$ cat src/rtl/volume_ctrl_pkg.sv
// Shared state encoding and defaults for the volume ramp controller and its
// output-stage users.
package volume_ctrl_pkg;

   localparam int unsigned DEF_VOL_W = 8;

   typedef logic [2:0] state_t;

   localparam logic [2:0] ST_IDLE     = 3'd0;
   localparam logic [2:0] ST_RAMP     = 3'd1;
   localparam logic [2:0] ST_FADE_OUT = 3'd2;
   localparam logic [2:0] ST_MUTED    = 3'd3;
   localparam logic [2:0] ST_FADE_IN  = 3'd4;

   function automatic logic is_ramp_state(input state_t s);
      return (s == ST_RAMP) || (s == ST_FADE_OUT) || (s == ST_FADE_IN);
   endfunction

endpackage

$ cat src/rtl/tick_divider.sv
// Counts sample ticks and strobes step_en on every TICK_DIV-th tick; held at
// zero while clear is high.
module tick_divider #(
   parameter int unsigned TICK_DIV = 16
) (
   input  logic clk,
   input  logic reset,
   input  logic clear,
   input  logic tick,
   output logic step_en
);

   localparam int unsigned CW = (TICK_DIV > 1) ? $clog2(TICK_DIV) : 1;
   localparam logic [CW-1:0] LAST = CW'(TICK_DIV - 1);

   logic [CW-1:0] div_cnt;

   assign step_en = !clear && tick && (div_cnt == LAST);

   always_ff @(posedge clk) begin
      if (reset || clear) begin
         div_cnt <= '0;
      end else if (tick) begin
         div_cnt <= step_en ? '0 : div_cnt + CW'(1);
      end
   end

endmodule

$ cat src/rtl/volume_ramp_controller.sv
// Pop-free volume/mute sequencer: ramps the applied volume toward its
// destination in bounded steps paced by the sample tick.
module volume_ramp_controller
   import volume_ctrl_pkg::*;
#(
   parameter int unsigned VOL_W     = DEF_VOL_W,
   parameter int unsigned TICK_DIV  = 16,
   parameter int unsigned STEP      = 1,
   parameter int unsigned RESET_VOL = 128
) (
   input  logic             clk,
   input  logic             reset,
   input  logic             sample_tick,
   input  logic [VOL_W-1:0] vol_req,
   input  logic             vol_req_valid,
   input  logic             mute_req,
   output logic [VOL_W-1:0] volume,
   output logic             mute,
   output logic             ramping
);

   localparam logic [VOL_W:0]   STEP_X    = (VOL_W + 1)'(STEP);
   localparam logic [VOL_W-1:0] RESET_TGT = VOL_W'(RESET_VOL);

   if (TICK_DIV < 1) begin : g_bad_tick_div
      $error("TICK_DIV must be at least 1");
   end
   if (STEP < 1) begin : g_bad_step
      $error("STEP must be at least 1");
   end

   state_t           state;
   state_t           state_next;
   logic [VOL_W-1:0] target;
   logic [VOL_W-1:0] tgt_next;
   logic [VOL_W-1:0] dest;
   logic [VOL_W-1:0] delta;
   logic [VOL_W-1:0] vol_next;
   logic [VOL_W:0]   sdiff;
   logic [VOL_W:0]   mag;
   logic             step_en;
   logic             clear;

   assign clear = !is_ramp_state(state);

   tick_divider #(
      .TICK_DIV(TICK_DIV)
   ) u_tick_divider (
      .clk    (clk),
      .reset  (reset),
      .clear  (clear),
      .tick   (sample_tick),
      .step_en(step_en)
   );

   // Signed difference at VOL_W+1 bits; the clamp to |diff| rules out overshoot and wrap.
   always_comb begin
      tgt_next = vol_req_valid ? vol_req : target;
      dest     = (state == ST_FADE_OUT) ? '0 : target;
      sdiff    = {1'b0, dest} - {1'b0, volume};
      mag      = sdiff[VOL_W] ? -sdiff : sdiff;
      delta    = (mag < STEP_X) ? mag[VOL_W-1:0] : STEP_X[VOL_W-1:0];
      vol_next = volume;
      if (step_en) begin
         vol_next = sdiff[VOL_W] ? volume - delta : volume + delta;
      end
   end

   always_comb begin
      state_next = state;
      case (state)
         ST_IDLE: begin
            if (mute_req) begin
               state_next = (volume == '0) ? ST_MUTED : ST_FADE_OUT;
            end else if (vol_req_valid && (vol_req != volume)) begin
               state_next = ST_RAMP;
            end
         end
         ST_RAMP: begin
            if (mute_req) begin
               state_next = ST_FADE_OUT;
            end else if (step_en && (vol_next == tgt_next)) begin
               state_next = ST_IDLE;
            end
         end
         ST_FADE_OUT: begin
            if (!mute_req) begin
               state_next = ST_FADE_IN;
            end else if ((volume == '0) || (step_en && (vol_next == '0))) begin
               state_next = ST_MUTED;
            end
         end
         ST_MUTED: begin
            if (!mute_req) begin
               state_next = ST_FADE_IN;
            end
         end
         ST_FADE_IN: begin
            if (mute_req) begin
               state_next = ST_FADE_OUT;
            end else if ((volume == tgt_next) || (step_en && (vol_next == tgt_next))) begin
               state_next = ST_IDLE;
            end
         end
         default: state_next = ST_MUTED;
      endcase
   end

   always_ff @(posedge clk) begin
      if (reset) begin
         state   <= ST_MUTED;
         volume  <= '0;
         target  <= RESET_TGT;
         mute    <= 1'b1;
         ramping <= 1'b0;
      end else begin
         assert (step_en || (vol_next == volume));
         state   <= state_next;
         volume  <= vol_next;
         target  <= tgt_next;
         mute    <= (state_next == ST_MUTED);
         ramping <= is_ramp_state(state_next);
      end
   end

endmodule

$ cat config.mk
export PLATFORM = sky130hd
export DESIGN_NAME = volume_ramp_controller
export DESIGN_NICKNAME = d
export VERILOG_FILES = /design/src/rtl/volume_ctrl_pkg.sv /design/src/rtl/tick_divider.sv /design/src/rtl/volume_ramp_controller.sv
export SDC_FILE = /design/constraint.sdc
export NUM_CORES = 1
export LEC_CHECK = 0
export ABC_AREA = 1
export CORE_ASPECT_RATIO = 0.6
export CORE_UTILIZATION = 30
export DETAILED_ROUTE_END_ITERATION = 8
export PLACE_DENSITY_LB_ADDON = 0.2
export SETUP_SLACK_MARGIN = 0.5
export SLEW_MARGIN = 0
export SYNTH_ARGS = -nofsm -noshare
export SYNTH_HDL_FRONTEND = slang
export SYNTH_SLANG_ARGS = --single-unit
$ cat constraint.sdc
create_clock -name clk -period 12 [get_ports clk]
set_input_delay 2.4 -clock clk [delete_from_list [all_inputs] [get_ports clk]]
set_output_delay 2.4 -clock clk [all_outputs]
set_load 0.1 [all_outputs]
# Word-level counts from Yosys, hierarchy flattened
# Cells that the tools add are included.
word_totals:
  wordCells: 58
  register_bits: 25
op_classes:
  magnitude_cmp: 1
  eq_ne: 12
  reduce_logical: 16
  add_sub_neg: 5
  mux: 18
ops:
  columns: ["cell", "count"]
  rows:
  - ["8-bit 2-to-1 mux", 5]
  - ["3-bit 2-to-1 mux", 9]
  - ["8-bit == test", 2]
  - ["8-bit zero test", 2]
  - ["3-bit case mux with 5 select lines", 1]
  - ["3-bit by 2-bit == test with 1-bit output (second input constant)", 4]
  - ["9-bit by 1-bit < comparator with 1-bit output (second input constant)", 1]
  - ["9-bit 2-to-1 mux", 1]
  - ["9-bit negation", 1]
  - ["8-bit by 8-bit subtractor with 9-bit output", 1]
  - ["8-bit adder", 1]
  - ["8-bit != test", 1]
  - ["8-bit subtractor", 1]
  - ["1-bit logical OR", 7]
  - ["3-bit by 1-bit == test with 1-bit output (second input constant)", 2]
  - ["3-bit == test (second input constant)", 2]
  - ["1-bit logical AND", 5]
  - ["4-bit by 1-bit adder with 4-bit output (second input constant)", 1]
  - ["4-bit == test (second input constant)", 1]
  - ["4-bit 2-to-1 mux", 1]
  - ["3-bit zero test", 1]
  - ["1-bit zero test", 1]
  - ["1-bit 2-to-1 mux", 1]

# Depth between registers and ports, before layout
# Gate-level depths: netlist of run 1.
logic_depth:
  depth_word: 19
  ltp_mapped: 44

# By module
# A second synthesis of run 1 with hierarchy kept.
hier_totals:
  cells_unflattened: 401
  area_unflattened_um2: 2497.4
modules_own_cells:
  columns: ["module", "seq_area_each_um2", "area_per_inst_um2", "cells_per_inst", "n_inst"]
  rows:
  - ["volume_ramp_controller", 420.4, 2299.7, 373, 1]
  - ["tick_divider", 80.1, 197.7, 28, 1]

# Worst setup path after synthesis of run 1
# No wires, ideal clock.
synth_path:
  path_kind: "reg2reg"
  start: "register volume[1]"
  end: "register ramping"
  arrival_time_ns: 5.167
  n_path_buf: 0
  setup_time_ns: 0.109
  stages_incl_launch_ff: 40
  setup_slack_ns: 6.723
  synth_period_minus_slack_ns: 5.277
  required_ns: 11.891
  path_cell_list: "dfxtp_1 > inv_1 > fa_1 > inv_1 > ha_1 > inv_1 > nor2_1 > nand3_1 > nor2_1 > nand2_1 > nand2_1 > nand2_1 > nand3_1 > nor2_2 > nand3_2 > inv_1 > ha_1 > or2_2 > [4 not listed] > nand2_1 > nand2_1 > a21oi_1 > inv_1 > nand2_1 > nand2_1 > nand2_1 > o21ai_0 > inv_1 > nand2_1 > nor2_1 > nand3_1 > nand3_1 > nand2_2 > nand3_2 > nand2_2 > nand2_1 > inv_1"
synth_between:
  elab_chain_cells: 17
  word_cells_on_any_way: 34
  classes_between: "add/sub (4); order compare (1); eq/ne (6); mux (14); reduce/logical (9)"
synth_rtl:
  columns: ["element", "line_no", "text"]
  rows:
  - ["start: declaration", "volume_ramp_controller.sv:17", "output logic [VOL_W-1:0] volume,"]
  - ["start signal: assignment", "volume_ramp_controller.sv:119", "volume <= vol_next;"]
  - ["8-bit by 8-bit subtractor with 9-bit output", "volume_ramp_controller.sv:60", "sdiff = {1'b0, dest} - {1'b0, volume};"]
  - ["9-bit negation", "volume_ramp_controller.sv:61", "mag = sdiff[VOL_W] ? -sdiff : sdiff;"]
  - ["9-bit 2-to-1 mux", "volume_ramp_controller.sv:61", null]
  - ["9-bit by 1-bit < comparator with 1-bit output", "volume_ramp_controller.sv:62", "delta = (mag < STEP_X) ? mag[VOL_W-1:0] : STEP_X[VOL_W-1:0];"]
  - ["8-bit 2-to-1 mux", "volume_ramp_controller.sv:62", null]
  - ["8-bit adder or 8-bit subtractor (tied branches)", "volume_ramp_controller.sv:65", "vol_next = sdiff[VOL_W] ? volume - delta : volume + delta;"]
  - ["8-bit 2-to-1 mux", "volume_ramp_controller.sv:65", null]
  - ["8-bit 2-to-1 mux", "volume_ramp_controller.sv:64", "if (step_en) begin"]
  - ["8-bit == test or 8-bit zero test (tied branches)", "volume_ramp_controller.sv:82, volume_ramp_controller.sv:101, volume_ramp_controller.sv:89", null]
  - ["1-bit logical AND (on tied branches)", "volume_ramp_controller.sv:82, volume_ramp_controller.sv:101, volume_ramp_controller.sv:89", null]
  - ["1-bit logical OR (on tied branches)", "volume_ramp_controller.sv:101, volume_ramp_controller.sv:89", null]
  - ["3-bit 2-to-1 mux (on tied branches)", "volume_ramp_controller.sv:101, volume_ramp_controller.sv:89", null]
  - ["3-bit 2-to-1 mux (on tied branches)", "volume_ramp_controller.sv:99, volume_ramp_controller.sv:87", null]
  - ["3-bit case mux with 5 select lines *", "volume_ramp_controller.sv:71", "case (state)"]
  - ["3-bit by 1-bit == test with 1-bit output or 3-bit by 2-bit == test with 1-bit output (tied branches)", "volume_ctrl_pkg.sv:16", "return (s == ST_RAMP) || (s == ST_FADE_OUT) || (s == ST_FADE_IN);"]
  - ["1-bit logical OR", "volume_ctrl_pkg.sv:16", null]
  - ["1-bit logical OR *", "volume_ctrl_pkg.sv:16", null]
  - ["end signal: assignment", "volume_ramp_controller.sv:122", "ramping <= is_ramp_state(state_next);"]
  - ["end: declaration", "volume_ramp_controller.sv:19", "output logic ramping"]
# Mark *: on every way between the ends. The rest lies on a longest branch, timed or not.
# A chain may end at the register's enable or synchronous reset.

# Worst setup path in the final report of run 1
layout_path:
  start: "register state[1]"
  end: "register ramping"
layout_between:
  elab_chain_cells: 19
  word_cells_on_any_way: 40
  classes_between: "add/sub (4); order compare (1); eq/ne (8); mux (15); reduce/logical (12)"
layout_rtl:
  columns: ["element", "line_no", "text"]
  rows:
  - ["start: declaration", "volume_ramp_controller.sv:32", "state_t state;"]
  - ["start signal: assignment", "volume_ramp_controller.sv:118", "state <= state_next;"]
  - ["3-bit by 2-bit == test with 1-bit output", "volume_ctrl_pkg.sv:16, volume_ramp_controller.sv:59, volume_ramp_controller.sv:71", null]
  - ["8-bit 2-to-1 mux", "volume_ramp_controller.sv:59", "dest = (state == ST_FADE_OUT) ? '0 : target;"]
  - ["8-bit by 8-bit subtractor with 9-bit output", "volume_ramp_controller.sv:60", null]
  - ["9-bit negation", "volume_ramp_controller.sv:61", null]
  - ["9-bit 2-to-1 mux", "volume_ramp_controller.sv:61", null]
  - ["9-bit by 1-bit < comparator with 1-bit output", "volume_ramp_controller.sv:62", null]
  - ["8-bit 2-to-1 mux", "volume_ramp_controller.sv:62", null]
  - ["8-bit adder or 8-bit subtractor (tied branches)", "volume_ramp_controller.sv:65", null]
  - ["[3 not listed]", null, null]
  - ["1-bit logical AND (on tied branches)", "volume_ramp_controller.sv:82, volume_ramp_controller.sv:101, volume_ramp_controller.sv:89", null]
  - ["1-bit logical OR (on tied branches)", "volume_ramp_controller.sv:101, volume_ramp_controller.sv:89", null]
  - ["3-bit 2-to-1 mux (on tied branches)", "volume_ramp_controller.sv:101, volume_ramp_controller.sv:89", null]
  - ["3-bit 2-to-1 mux (on tied branches)", "volume_ramp_controller.sv:99, volume_ramp_controller.sv:87", null]
  - ["3-bit case mux with 5 select lines *", "volume_ramp_controller.sv:71", null]
  - ["3-bit by 1-bit == test with 1-bit output or 3-bit by 2-bit == test with 1-bit output (tied branches)", "volume_ctrl_pkg.sv:16", null]
  - ["1-bit logical OR", "volume_ctrl_pkg.sv:16", null]
  - ["1-bit logical OR *", "volume_ctrl_pkg.sv:16", null]
# Marked as above.

==> results of run 1 <==
## cell type report
type / count / area (sq um) / share of cell area [%]
clock buffer: 4 / 78.83 / 2.743
tap: 108 / 135.1 / 4.702
multi-input combinational: 298 / 1680 / 58.47
sequential: 25 / 500.5 / 17.41
timing repair buffer: 23 / 227.7 / 7.923
inverter: 67 / 251.5 / 8.751
## registers in the layout, indices dropped and copies added (netlist names)
register and flops:
target 8, volume 8, u_tick_divider.div_cnt 4, state 3, mute 1, ramping 1
## worst paths after layout
path	startpoint	endpoint	slack, ns	cells after the start
worst max-delay path	state[1]	ramping	6.40	41
worst min register to register	target[7]	target[7]	0.50	2
worst max register to register	state[1]	ramping	6.40	41
worst min-delay path	target[7]	target[7]	0.50	2
## routing by layer
| layer | GRT usage [%] | vias to the layer above |
|---|---|---|
| li1 | - | 1309 |
| met1 | 27.01 | 1173 |
| met2 | 24.11 | 79 |
| met3 | 3.774 | 0 |
| met4 | 1.266 | 0 |
| met5 | 0 | - |
## power by group through the flow
stage          Clock, mW  Combinational, mW  Sequential, mW
2_1_floorplan          0             0.0811          0.0976
3_3_place_gp           0              0.114          0.0908
3_5_place_dp           0              0.115          0.0909
4_1_cts           0.0760              0.115          0.0891
5_1_grt           0.0793              0.130          0.0894
6_report          0.0738              0.116          0.0891
## placed cells by master (no fill, tap or decap), types with 8 or more instances in the layout
master and instances:
a21oi_1 17, clkdlybuf4s50_1 22, o21ai_0 16, inv_1 64
dfxtp_1 25, nand2_1 94, nor2_1 39, nand3_1 33
xor2_1 11, nand2_2 8, ha_1 18
## cell families after synthesis
family / share of synthesized area (%)
compound gates: 11.28
xor+xnor: 5.691
fa+ha+maj: 10.77
buf+inv: 11.43
flops: 20.33
mux: 0.8130
other cells: 0.1523
simple gates: 39.53
## tightest hold or removal path, stage by stage, from the launching register on
cell and delay [ns]:
dfxtp_1 0.34, nand2_1 0.07, nand3_1 0.06
## through the flow
step / power (mW) / util (%) / hold slack [ns]
final: 0.2790 / 36.32 / 0.5038
after global routing: 0.2983 / 36.32 / 0.5642
after CTS: 0.2805 / 36.32 / 0.5150
after detailed placement: 0.2057 / 35.32 / 0.4982
after global placement: 0.2053 / 35.32 / 0.4743
after floorplan: 0.1786 / - / 0.4477
==> results.cfg, run 1 <==
[layout]
nNetsFinal = 451
final_area_sq_um = 2874
num-fill-cells = 860
syn2layout_area_growth_pct = 16.72
finalNonFillerCells = 525
diodes = 0
drive_gt1_share_pct = 8.393

[synthesis]
synth_top_area_cell = dfxtp_1
synth_top_cell_area_share_pct = 20.33
synth_common_cells = nand2_1 (94), inv_1 (64), nor2_1 (39), nand3_1 (33), dfxtp_1 (25)
synth_area_sq_um = 2462
syn_avg_cell_area_sq_um = 6.234
synth_edf_count = 0
async_reset_ff_share_pct = 0
synth_ff_type = dfxtp_1
yosysSeqAreaShare_pct = 20.33
synth_most_common_cell = nand2_1
synth_nets = 428
yosysUniqueCellTypes = 40
ys_top_cells_by_area = dfxtp_1 (20%), nand2_1 (14%), inv_1 (9.8%)
synth-seq-cells = 25
yosys_warnings = 0
syn_inst = 395

[global_routing]
track_usage_pct = 17.15
grt_max_degree = 18
grt_pass1_vias = 2268
grt_pass1_wl_mm = 11.52
antenna_found_initial = 0
grt_overflow = 0

[clocking]
clk_pin_slew_worst_paths_ns = 0.06
clock_path_buffers = 2
cts_resized = 0
cts_tree = done
cts_sinks = 25
ctsHoldBuffers = 0
htreeDepth = 1
worstSkewPairLatency_ns = 0.25
cts_setup_buffers = 0
cts-root-buf = clkbuf_16
cts_buffers = 3

[route]
avgRoutedWirePerCell_um = 13.45
antenna_left = 0
dr_total_vias = 2561
dr_wl_met2_mm = 2.590
first_iter_violations = 172
routed.top_layer = met3
met3WireLength_um = 526
dr.pass1.iters = 5
viasPerCell = 4.878
drc = 0
wl_met1_mm = 3.943
routed_wl_mm = 7.059

[placement]
gp_congestion = 0.8679
placed_area_sq_um = 2795
dp_hpwl_mm = 5.741
io_buffers = 22
dp_slack_ns = 6.444
dp.cells = 521

[worst_setup_path]
cp_common_cell = nand2_1
path_delay_family = simple AND/OR/NAND/NOR gates
cp_data_required_time_ns = 12.16
start_kind = register
end_kind = register
critical_path.max_fanout = 13
critPathSlowestCell = nor2_2
max_stage_delay_ns = 0.43
worst-path-buf-inv = 7
crit_type = reg2reg
critPathArrivalTime_ns = 5.76

[sta]
fmax_ghz = 0.1786
slew_viol_final = 0
setup_ws_ns = 6.400
worst_pin_slew_ns = 0.9756
max_slew_margin_pct = 34.75
setup_viol = 0
fin_skew_ns = 0.002421
final_hold_viol_count = 0
tns_ns = 0
fin_crit_ns = 5.600
finalCritPeriodShare_pct = 46.66
rsz0062_at_grt = false

[floorplanning]
die_h_um = 72.18
die_area_sq_um = 8586
ios = 23
start_util_pct = 31.11
coreArea_sq_um = 7914
std_cell_rows = 25
fp.dieW_um = 119.0

[power_and_ir_drop]
power.leakage_nw = 1.481
switching_share_pct = 37.94
power_density_nw_per_um2 = 97.08
p_seq_share_pct = 31.9
p_int_mw = 0.1731
p_comb_share_pct = 41.6
peakVddDrop_mv = 0.05793
power.switching_mw = 0.1059
clkPwrFrac_pct = 26.5

[outcome]
status = finished clean

[min_path]
hp-class = reg2reg

[run]
cap_viol_max_count = 0
No activity file was read; power rests on OpenSTA's default activity.
==> run 2: changes to the inputs <==
- clock period: 12 -> 5.34 ns (I/O delays scaled with it)
==> run 2 against run 1 <==
Compared with the run above:
- cell count grew 4.8%
- via count grew 2.1%
- routed wire length grew 3.9%
- clock power grew 140%
- sequential cell count is the same
- maximum frequency grew 14%
- sequential share of layout area shrank 1.3 points
- global-route usage is the same
- hold slack gained 0.0035 ns
- first-iteration DRC count shrank 20%
- register-to-register slack lost 6.0 ns
- critical endpoint unchanged
==> results.cfg, run 2 (synthesized netlist as in run 1, its figures left out) <==
[placement]
placed_area_sq_um = 2870
dp_slack_ns = 0.04456
io_buffers = 22
gp_congestion = 0.8969
dp.cells = 529
dp_hpwl_mm = 5.745

[floorplanning]
ios = 23
die_h_um = 72.18
fp.dieW_um = 119.0
start_util_pct = 31.11
std_cell_rows = 25
coreArea_sq_um = 7914
die_area_sq_um = 8586

[worst_setup_path]
path_delay_family = simple AND/OR/NAND/NOR gates
start_kind = register
cp_common_cell = nand2_1
critPathArrivalTime_ns = 5.06
max_stage_delay_ns = 0.41
critical_path.max_fanout = 4
crit_type = reg2reg
cp_data_required_time_ns = 5.51
critPathSlowestCell = fa_1
end_kind = register
worst-path-buf-inv = 4

[route]
routed.top_layer = met4
drc = 0
viasPerCell = 4.756
dr_wl_met2_mm = 2.967
antenna_left = 0
dr.pass1.iters = 4
avgRoutedWirePerCell_um = 13.34
met3WireLength_um = 583
routed_wl_mm = 7.337
wl_met1_mm = 3.749
dr_total_vias = 2616
first_iter_violations = 138

[clocking]
clk_pin_slew_worst_paths_ns = 0.07
cts_buffers = 3
worstSkewPairLatency_ns = 0.27
cts_tree = done
cts_sinks = 25
clock_path_buffers = 2
cts-root-buf = clkbuf_16
htreeDepth = 1

[layout]
final_cell_mix = nand2_1 (87), inv_1 (59), nor2_1 (36)
finalNonFillerCells = 550
final_common_cell = nand2_1
num-fill-cells = 819
regArea_sq_um = 519.2
nNetsFinal = 476
final_area_sq_um = 3217
multiInputGateArea_sq_um = 1809
diodes = 0
largest_registers = target (8), volume (8), u_tick_divider.div_cnt (4)
utilization_pct = 40.65
syn2layout_area_growth_pct = 30.64
drive_gt1_share_pct = 22.62

[sta]
fmax_ghz = 0.2044
rsz0062_at_grt = true
max_slew_margin_pct = 34.62
slew_viol_final = 0
worst_pin_slew_ns = 0.9776
fin_skew_ns = 0.003506
hold_ws_ns = 0.5072
final_hold_viol_count = 0
tns_ns = 0
setup_viol = 0
finalCritPeriodShare_pct = 91.62
setup_ws_ns = 0.4473
fin_crit_ns = 4.893

[global_routing]
grt_max_degree = 18
antenna_found_initial = 0
grt_pass1_wl_mm = 11.50
track_usage_pct = 17.15
grt_pass1_vias = 2344
grt_overflow = 0

[power_and_ir_drop]
power.leakage_nw = 1.614
power.total_mw = 0.6882
power_density_nw_per_um2 = 213.9
peakVddDrop_mv = 0.1183

[run]
cap_viol_max_count = 0

[min_path]
hp-class = reg2reg

[outcome]
status = finished clean
==> run 2: changes by cell type in the layout (fill, tap and decap cells not counted), sizes merged <==
cell,before,now
buf,1,26
clkbuf,4,3
clkinvlp,0,1
==> run 2: path summary, 6_finish.rpt <==
check              end  cells past startpoint  slack (ns)  startpoint
max reg2reg    ramping                     37        0.45    state[1]
min reg2reg  target[7]                      2        0.51   target[7]
max            ramping                     37        0.45    state[1]
min          target[7]                      2        0.51   target[7]
==> run 2: repair_timing <==
action	4_1_cts	5_1_grt
pin swaps	25	36
setup endpoints to repair	4	4
resized for setup	23	20
hold buffers	0	0
buffers inserted	10	7
==> run 2: worst min-delay path: stages, from the launching register on <==
cell     delay [ns]
dfxtp_1        0.33
nand2_1        0.08
nand3_1        0.07
==> run 2: layout make-up <==
cell class | instances | area share, %
sequential | 25 | 16.14
clock inverter | 1 | 0.2334
tap | 108 | 4.201
multi-input combinational | 298 | 56.24
inverter | 67 | 7.818
clock buffer | 3 | 2.334
timing repair buffer | 48 | 13.03
==> run 2: where the power goes <==
part / switching, mW / internal [mW]
clock: 0.0744 / 0.102
combinational: 0.187 / 0.125
sequential: 0.00515 / 0.194
total: 0.267 / 0.421
==> run 2: routing by layer <==
metal	vias to the layer above	track usage [%]
met4	0	2.672
met2	78	24.82
met5	-	0
met1	1173	25.43
met3	6	4.717
li1	1359	-
==> run 3: changes to the inputs <==
- SKIP_LAST_GASP: unset -> 1
==> results of run 3 <==
Final layout, timing and power as in run 2 (identical DEF).
